File: config.mk
export PLATFORM = sky130hd
export DESIGN_NAME = melody_recorder_flat
export DESIGN_NICKNAME = d
export VERILOG_FILES = /design/src/rtl/melody_pkg.sv /design/src/rtl/melody_recorder_if.sv /design/src/rtl/melody_ram.sv /design/src/rtl/melody_recorder.sv /design/src/flat_wrapper.sv
export SDC_FILE = /design/constraint.sdc
export NUM_CORES = 2
export LEC_CHECK = 0
export BUFFER_PORTS_ARGS = -buffer_cell sky130_fd_sc_hd__clkbuf_2
export CORE_ASPECT_RATIO = 1.2
export CORE_MARGIN = 4
export CORE_UTILIZATION = 50
export DETAILED_ROUTE_END_ITERATION = 12
export PLACE_DENSITY = 0.62
export SYNTH_ARGS = -nofsm -noshare
export SYNTH_HDL_FRONTEND = slang
export SYNTH_HIERARCHICAL = 1
export SYNTH_SLANG_ARGS = --single-unit
File: constraint.sdc
create_clock -name clk -period 5.68 [get_ports clk]
set_input_delay 1.136 -clock clk [delete_from_list [all_inputs] [get_ports clk]]
set_output_delay 1.136 -clock clk [all_outputs]
set_load 0.01 [all_outputs]
File: src/rtl/melody_pkg.sv
// Shared state encoding, event layout and constants for the melody recorder.
package melody_pkg;

    typedef enum logic [1:0] {IDLE, REC, LOAD, PLAY} state_t;

    localparam logic [3:0] NOTE_REST = 4'd0;
    localparam int DUR_W_DEF = 12;

    typedef struct packed {
        logic [3:0] note;
        logic [3:0] octave;
    } code_t;

    // Stored event layout at the default duration width; the buffer keeps the same field order.
    typedef struct packed {
        logic [3:0]           note;
        logic [3:0]           octave;
        logic [DUR_W_DEF-1:0] dur;
    } event_t;

    function automatic int event_width(input int dur_w);
        return 8 + dur_w;
    endfunction

endpackage

File: src/rtl/melody_recorder_if.sv
// Keypad-side inputs and pitch-generator-side outputs of melody_recorder.
interface melody_recorder_if #(
    parameter int DEPTH = 64
);
    localparam int CNT_W = $clog2(DEPTH) + 1;

    logic             tick;
    logic [3:0]       note_in;
    logic [3:0]       octave_in;
    logic             rec;
    logic             play;
    logic             stop;
    logic [3:0]       note_out;
    logic [3:0]       octave_out;
    logic             busy;
    logic             full;
    logic             done;
    logic [CNT_W-1:0] count;

    modport master (
        output tick, note_in, octave_in, rec, play, stop,
        input  note_out, octave_out, busy, full, done, count
    );

    modport slave (
        input  tick, note_in, octave_in, rec, play, stop,
        output note_out, octave_out, busy, full, done, count
    );

endinterface

File: src/rtl/melody_ram.sv
// Event buffer: one synchronous write port, one registered read port, contents not reset.
module melody_ram #(
    parameter int DEPTH = 64,
    parameter int WIDTH = 20
) (
    input  logic                     clk,
    input  logic                     i_we,
    input  logic [$clog2(DEPTH)-1:0] i_waddr,
    input  logic [WIDTH-1:0]         i_wdata,
    input  logic [$clog2(DEPTH)-1:0] i_raddr,
    output logic [WIDTH-1:0]         o_rdata
);
    logic [WIDTH-1:0] r_mem [DEPTH];

    always_ff @(posedge clk) begin
        if (i_we) begin
            r_mem[i_waddr] <= i_wdata;
        end
        o_rdata <= r_mem[i_raddr];
    end

endmodule

File: src/rtl/melody_recorder.sv
// Record/playback stage between piano_keypad and pitch_generator.
// Define MELODY_LOOP_EN to repeat playback until stop instead of returning to IDLE.
//
// state | meaning
// IDLE  | outputs follow live keypad input
// REC   | live pass-through while capturing note/rest events
// LOAD  | one-cycle rest while the next event is read from the buffer
// PLAY  | drive the stored event until its duration in ticks elapses
module melody_recorder
    import melody_pkg::*;
#(
    parameter int DEPTH = 64,
    parameter int DUR_W = 12
) (
    input logic              clk,
    input logic              rst,
    melody_recorder_if.slave bus
);
    localparam int AW = $clog2(DEPTH);
    localparam int EW = event_width(DUR_W);
    localparam logic [DUR_W-1:0] DUR_MAX  = {DUR_W{1'b1}};
    localparam logic [AW:0]      CNT_FULL = (AW+1)'(DEPTH);

    state_t           r_state;
    code_t            r_cur_code;
    code_t            r_play_code;
    code_t            w_live;
    logic [DUR_W-1:0] r_cur_dur;
    logic [DUR_W-1:0] r_remaining;
    logic [AW:0]      r_count;
    logic [AW:0]      w_count_inc;
    logic [AW-1:0]    r_rd_ptr;
    logic [AW-1:0]    w_rd_ptr_nxt;
    logic             r_full;
    logic             r_done;
    logic [3:0]       r_note_out;
    logic [3:0]       r_octave_out;
    logic             w_changed;
    logic             w_pending;
    logic             w_commit;
    logic             w_fill;
    logic             w_entry_end;
    logic             w_last;
    logic [EW-1:0]    w_rdata;

    assign w_live      = {bus.note_in, bus.octave_in};
    assign w_changed   = w_live != r_cur_code;
    assign w_pending   = r_cur_dur != '0;
    // A stop commits the pending event; otherwise only a code change does.
    assign w_commit    = (r_state == REC) && w_pending && (bus.stop ? !r_full : w_changed);
    assign w_count_inc = r_count + 1'b1;
    assign w_fill      = w_commit && (w_count_inc == CNT_FULL);
    assign w_entry_end = (r_state == PLAY) && bus.tick && (r_remaining == DUR_W'(1));
    assign w_last      = (({1'b0, r_rd_ptr} + 1'b1) == r_count);

    // The read address leads the pointer so the entry is ready during LOAD.
    always_comb begin
        w_rd_ptr_nxt = r_rd_ptr;
        if (r_state == IDLE) begin
            w_rd_ptr_nxt = '0;
        end else if (w_entry_end) begin
            if (!w_last) begin
                w_rd_ptr_nxt = r_rd_ptr + 1'b1;
            end
`ifdef MELODY_LOOP_EN
            else begin
                w_rd_ptr_nxt = '0;
            end
`endif
        end
    end

    melody_ram #(
        .DEPTH (DEPTH),
        .WIDTH (EW)
    ) u_ram (
        .clk     (clk),
        .i_we    (w_commit),
        .i_waddr (r_count[AW-1:0]),
        .i_wdata ({r_cur_code, r_cur_dur}),
        .i_raddr (w_rd_ptr_nxt),
        .o_rdata (w_rdata)
    );

    always_ff @(posedge clk) begin
        if (rst) begin
            r_state      <= IDLE;
            r_note_out   <= '0;
            r_octave_out <= '0;
            r_count      <= '0;
            r_full       <= 1'b0;
            r_done       <= 1'b0;
            r_cur_code   <= '0;
            r_cur_dur    <= '0;
            r_play_code  <= '0;
            r_remaining  <= '0;
            r_rd_ptr     <= '0;
        end else begin
            r_done                     <= 1'b0;
            r_rd_ptr                   <= w_rd_ptr_nxt;
            {r_note_out, r_octave_out} <= w_live;
            if (w_commit) begin
                r_count <= w_count_inc;
            end
            case (r_state)
                IDLE: begin
                    if (!bus.stop && bus.rec) begin
                        r_state    <= REC;
                        r_count    <= '0;
                        r_full     <= 1'b0;
                        r_cur_code <= w_live;
                        r_cur_dur  <= '0;
                    end else if (!bus.stop && bus.play && (r_count != '0)) begin
                        r_state                    <= LOAD;
                        {r_note_out, r_octave_out} <= {NOTE_REST, 4'd0};
                    end
                end
                REC: begin
                    if (bus.stop || w_fill) begin
                        r_state <= IDLE;
                    end
                    if (w_fill) begin
                        r_full <= 1'b1;
                    end
                    if (w_changed) begin
                        r_cur_code <= w_live;
                        r_cur_dur  <= '0;
                    end else if (bus.tick && (r_cur_dur != DUR_MAX)) begin
                        r_cur_dur <= r_cur_dur + 1'b1;
                    end
                end
                LOAD: begin
                    if (bus.stop) begin
                        r_state <= IDLE;
                    end else begin
                        r_state                    <= PLAY;
                        r_play_code                <= w_rdata[EW-1 -: 8];
                        r_remaining                <= w_rdata[DUR_W-1:0];
                        {r_note_out, r_octave_out} <= w_rdata[EW-1 -: 8];
                    end
                end
                PLAY: begin
                    {r_note_out, r_octave_out} <= r_play_code;
                    if (bus.stop) begin
                        r_state                    <= IDLE;
                        {r_note_out, r_octave_out} <= w_live;
                    end else if (w_entry_end) begin
                        if (!w_last) begin
                            r_state                    <= LOAD;
                            {r_note_out, r_octave_out} <= {NOTE_REST, 4'd0};
                        end else begin
                            r_done <= 1'b1;
`ifdef MELODY_LOOP_EN
                            r_state                    <= LOAD;
                            {r_note_out, r_octave_out} <= {NOTE_REST, 4'd0};
`else
                            r_state                    <= IDLE;
                            {r_note_out, r_octave_out} <= w_live;
`endif
                        end
                    end else if (bus.tick) begin
                        r_remaining <= r_remaining - 1'b1;
                    end
                end
                default: r_state <= IDLE;
            endcase
        end
    end

    assign bus.note_out   = r_note_out;
    assign bus.octave_out = r_octave_out;
    assign bus.busy       = (r_state != IDLE);
    assign bus.full       = r_full;
    assign bus.done       = r_done;
    assign bus.count      = r_count;

endmodule

File: src/flat_wrapper.sv
// flat-port wrapper written by rule: the top's interface ports become plain ports
module melody_recorder_flat import melody_pkg::*;
#(
    parameter int DEPTH = 64,
    parameter int DUR_W = 12
)
  (clk, rst, bus_tick, bus_note_in, bus_octave_in, bus_rec, bus_play, bus_stop, bus_note_out, bus_octave_out, bus_busy, bus_full, bus_done, bus_count);
  melody_recorder_if #(.DEPTH(DEPTH)) bus_i ();
  input logic clk;
  input logic rst;
  input wire logic [$bits(bus_i.tick)-1:0] bus_tick;
  input wire logic [$bits(bus_i.note_in)-1:0] bus_note_in;
  input wire logic [$bits(bus_i.octave_in)-1:0] bus_octave_in;
  input wire logic [$bits(bus_i.rec)-1:0] bus_rec;
  input wire logic [$bits(bus_i.play)-1:0] bus_play;
  input wire logic [$bits(bus_i.stop)-1:0] bus_stop;
  output wire logic [$bits(bus_i.note_out)-1:0] bus_note_out;
  output wire logic [$bits(bus_i.octave_out)-1:0] bus_octave_out;
  output wire logic [$bits(bus_i.busy)-1:0] bus_busy;
  output wire logic [$bits(bus_i.full)-1:0] bus_full;
  output wire logic [$bits(bus_i.done)-1:0] bus_done;
  output wire logic [$bits(bus_i.count)-1:0] bus_count;
  assign bus_i.tick = bus_tick;
  assign bus_i.note_in = bus_note_in;
  assign bus_i.octave_in = bus_octave_in;
  assign bus_i.rec = bus_rec;
  assign bus_i.play = bus_play;
  assign bus_i.stop = bus_stop;
  assign bus_note_out = bus_i.note_out;
  assign bus_octave_out = bus_i.octave_out;
  assign bus_busy = bus_i.busy;
  assign bus_full = bus_i.full;
  assign bus_done = bus_i.done;
  assign bus_count = bus_i.count;
  melody_recorder #(.DEPTH(DEPTH), .DUR_W(DUR_W)) u_core (.clk(clk), .rst(rst), .bus(bus_i));
endmodule
==> results.md <==
* Die height at between 300 and 400 um
* Max frequency at between 150 and 200 MHz
* Tightest Pin Transition at around 1200 ps
* Max Transition Viols Final at 0
* Setup_tns at 0 ps
* Most frequent cell after synthesis: edfxtp_1
* Drt wl/cell at 30.0 um
* Mapped Nets at around 2700
* First-pass GRT wire length at between 150000 and 200000 um
* Synth Flop Type: edfxtp_1
* Total power at about 0.02 W
* Number of fill cells at between 7000 and 8000
* IO Pins at 32
* Crit-path leading delay family: compound AO/OA/AOI/OAI gates
* PortBufs at 31
* Clk root buf: clkbuf_16
* CP max stage delay at 940 ps
* H-tree levels at 4
* Post CTS Setup Buffer Count at 0
* Vias post-DR at roughly 27000
* Most frequent CP cell: buf_4
* Status: complete, no violations
* Setup Skew at roughly 22 ps
* Post-synth EDFFs at between 1000 and 1500
* Largest net degree at the start of global routing at between 80 and 90
* Final setup fails at 0
* Clock transition at path regs at roughly 70 ps
* Cell count after placement at a little over 4000
* Core area at roughly 0.11 mm2
* Latest clock arrival within the worst-skew pair at 750 ps
* GPL Wtd Cong at roughly 0.84
* Worst path cell trace: ha_1, nand3_1, o21ai_0, o2111a_1, o21ai_1, a31oi_1, a41o_4, buf_4, buf_4, mux4_2, o22ai_1, a21o_1, o31ai_1, and3_1
* FF+latch count, synth at 1365
* Sequential share of the synthesized area at between 70% and 80%
* Post-CTS resize count at 0
* Worst Path Required at 6370 ps
* Mean Syn Cell Area at about 20 um2
* Clock Path Buffers at 3
* DR iter-0 viols at 2920
* Worst setup SP type: register
* Nets at 2899
* Vias in the first global route at 27100
* DRC at 0
* Max-Cap Viols at 0
* Final Critical Period at around 5000 ps
* Proportion of layout cells with a drive suffix above 1 at around a quarter
* Synth area leader: edfxtp_1
* Critical Path AT at about 5700 ps
* Multi-input logic area at ~0.012 mm2
* Commonest cells in the netlist: 1280 x edfxtp_1, 264 x mux4_2, 192 x mux2i_1
* CP Class: register to register
* Layout area overhead at 13.3%
* Asr flop ratio synth at 0%
* Layout Cells excl Fill at around 4400
* Slowest stage cell, crit path: o31ai_1
* # rows at between 100 and 150
* Final Cycle Share at about nine tenths
* Lkg Pwr at 18.4 nW
* Antenna violations before repair at 5
* Total gr overflow at 0
* Clock sinks at around 1400
* Post-Synthesis Cells at about 2700
* Hold Path Class: register to register
* TritonCTS clock tree: yes
* Die Wd at just over 300 um
* Die area at around 0.11 mm2
* GRT Total Usage at 23.6%
* RSZ-0062 raised after global routing: no
* CTS buffer count at roughly 130
* Worst setup margin at about 660 ps
* WL final at 131000 um
* PwrDens at between 300 and 400 mW/mm2
* Vias per Instance at 6.28
* Iteration count of the initial detailed-routing pass at 5
* Hold Fails Final Rpt at 0
* Unique masters post-synth at 79
* Ys Warns at 6
* Final ANT Viol Nets at 0
* Crit Path Max Fanout at 33
* Crit path capture type: register
* Initial Util at 50.6%
* Synth top area cells: edfxtp_1 72%, mux4_2 11%, mux2i_1 3.6%, dfxtp_1 3.2%, a22oi_1 0.99%
* Slew margin rel. at between 10% and 20%
* Hold Buf Count CTS at 0
* Pre-CTS WS at about 280 ps
* DP Wirelength at ~77000 um
* Area share of the largest cell type after synthesis at between 70% and 80%
* Register area at 0.0402 mm2
* Buffers & Inverters on Critical Path at 2
* Mapped Area at 0.0532 mm2
* Worst IR Drop VDD at about 0.26 mV
## logic make-up (layout without fill, tap and decap cells)
logic type / count (synthesis) / in the layout / share of synthesized area [%]
DFF: 1365 / 1365 / 75.5
muxes: 462 / 462 / 14.9
AOI/OAI and AO/OA: 340 / 340 / 4.34
and+or+nand+nor: 315 / 315 / 2.97
buffers and inverters: 170 / 461 / 1.61
xor gates and xnor gates: 32 / 32 / 0.527
adders and majority gates: 7 / 7 / 0.165
other: 0 / 5 / 0
## cell usage in the layout (no fill, tap or decap), types with 13 or more instances in the layout
| master | Yosys | routed |
|---|---|---|
| o22ai_1 | 55 | 55 |
| xnor2_1 | 24 | 24 |
| nand3_1 | 21 | 21 |
| a21oi_1 | 38 | 33 |
| nor2_1 | 118 | 55 |
| dfxtp_2 | 0 | 20 |
| clkinv_2 | 0 | 13 |
| mux2i_1 | 192 | 192 |
| nor3_1 | 17 | 15 |
| nor2_2 | 1 | 64 |
| o31ai_1 | 20 | 20 |
| clkbuf_2 | 1 | 31 |
| nand2_1 | 58 | 58 |
| mux4_2 | 264 | 264 |
| inv_1 | 19 | 19 |
| buf_12 | 0 | 16 |
| edfxtp_1 | 1280 | 1280 |
| clkbuf_16 | 0 | 137 |
| a22oi_1 | 70 | 70 |
| a21o_1 | 15 | 15 |
| clkinv_1 | 0 | 28 |
| a31oi_1 | 38 | 38 |
| and3_1 | 18 | 18 |
| dfxtp_1 | 85 | 65 |
| clkbuf_1 | 57 | 35 |
| buf_4 | 23 | 158 |
| o21ai_0 | 48 | 48 |
## final timing paths
check | cells past startpoint | endpoint | slack, ps | startpoint
worst max-delay path | 14 | u_core/u_ram/o_rdata[3] | 660 | u_core/r_rd_ptr[0]
worst min-delay path | 2 | u_core/r_play_code[6] | 450 | u_core/u_ram/o_rdata[18]
worst max register to register | 14 | u_core/u_ram/o_rdata[3] | 660 | u_core/r_rd_ptr[0]
worst min register to register | 2 | u_core/r_play_code[6] | 450 | u_core/u_ram/o_rdata[18]
## area by class of cell
| class | instances | share of cell area [%] |
|---|---|---|
| Inverter | 19 | 0.118 |
| Antenna cell | 5 | 0.0208 |
| Multi-Input combinational cell | 1156 | 20.6 |
| Tap cell | 1386 | 2.88 |
| Timing Repair Buffer | 205 | 2.76 |
| Clock inverter | 62 | 1.01 |
| Clock buffer | 175 | 5.98 |
| Sequential cell | 1365 | 66.6 |
## where the power goes
group	switching, W	internal [W]
sequential	0.00000626	0.0109
clock	0.00363	0.00493
combinational	0.000155	0.0000369
## layer usage
metal  vias up  track usage [%]  share of wire (%)
met4         0             7.75                3.2
met5         -                0                  0
met1     14600             33.3                 41
met3       222             3.86                7.2
li1      11500                -                  -
met2      1140             38.1                 49
## through the flow
| step | hold slack (ps) | cell area, um2 | utilization (%) |
|---|---|---|---|
| final | 454 | 60300 | 57.4 |
| after global routing | 471 | 60300 | 57.3 |
| after CTS | 453 | 60300 | 57.3 |
| after detailed placement | 449 | 56000 | 53.3 |
| after global placement | 440 | 56000 | 53.3 |
| after floorplan | 431 | 53200 | - |
## state kept, by name (all words and copies together), names as in the netlist
name	cells
u_core/r_play_code	8
u_core/r_rd_ptr	6
u_core/bus.octave_out	4
u_core/u_ram/o_rdata	20
u_core/bus.done	1
u_core/r_state	2
u_core/bus.full	1
u_core/r_remaining	12
u_core/r_cur_dur	12
u_core/r_cur_code	8
u_core/bus.note_out	4
u_core/u_ram/r_mem	1280
u_core/bus.count	7
## tightest hold or removal path, stage by stage, from the launching register on
cell,delay [ps]
dfxtp_1,320
nand2_1,60
a21oi_1,50
No activity file was read; power rests on OpenSTA's default activity.
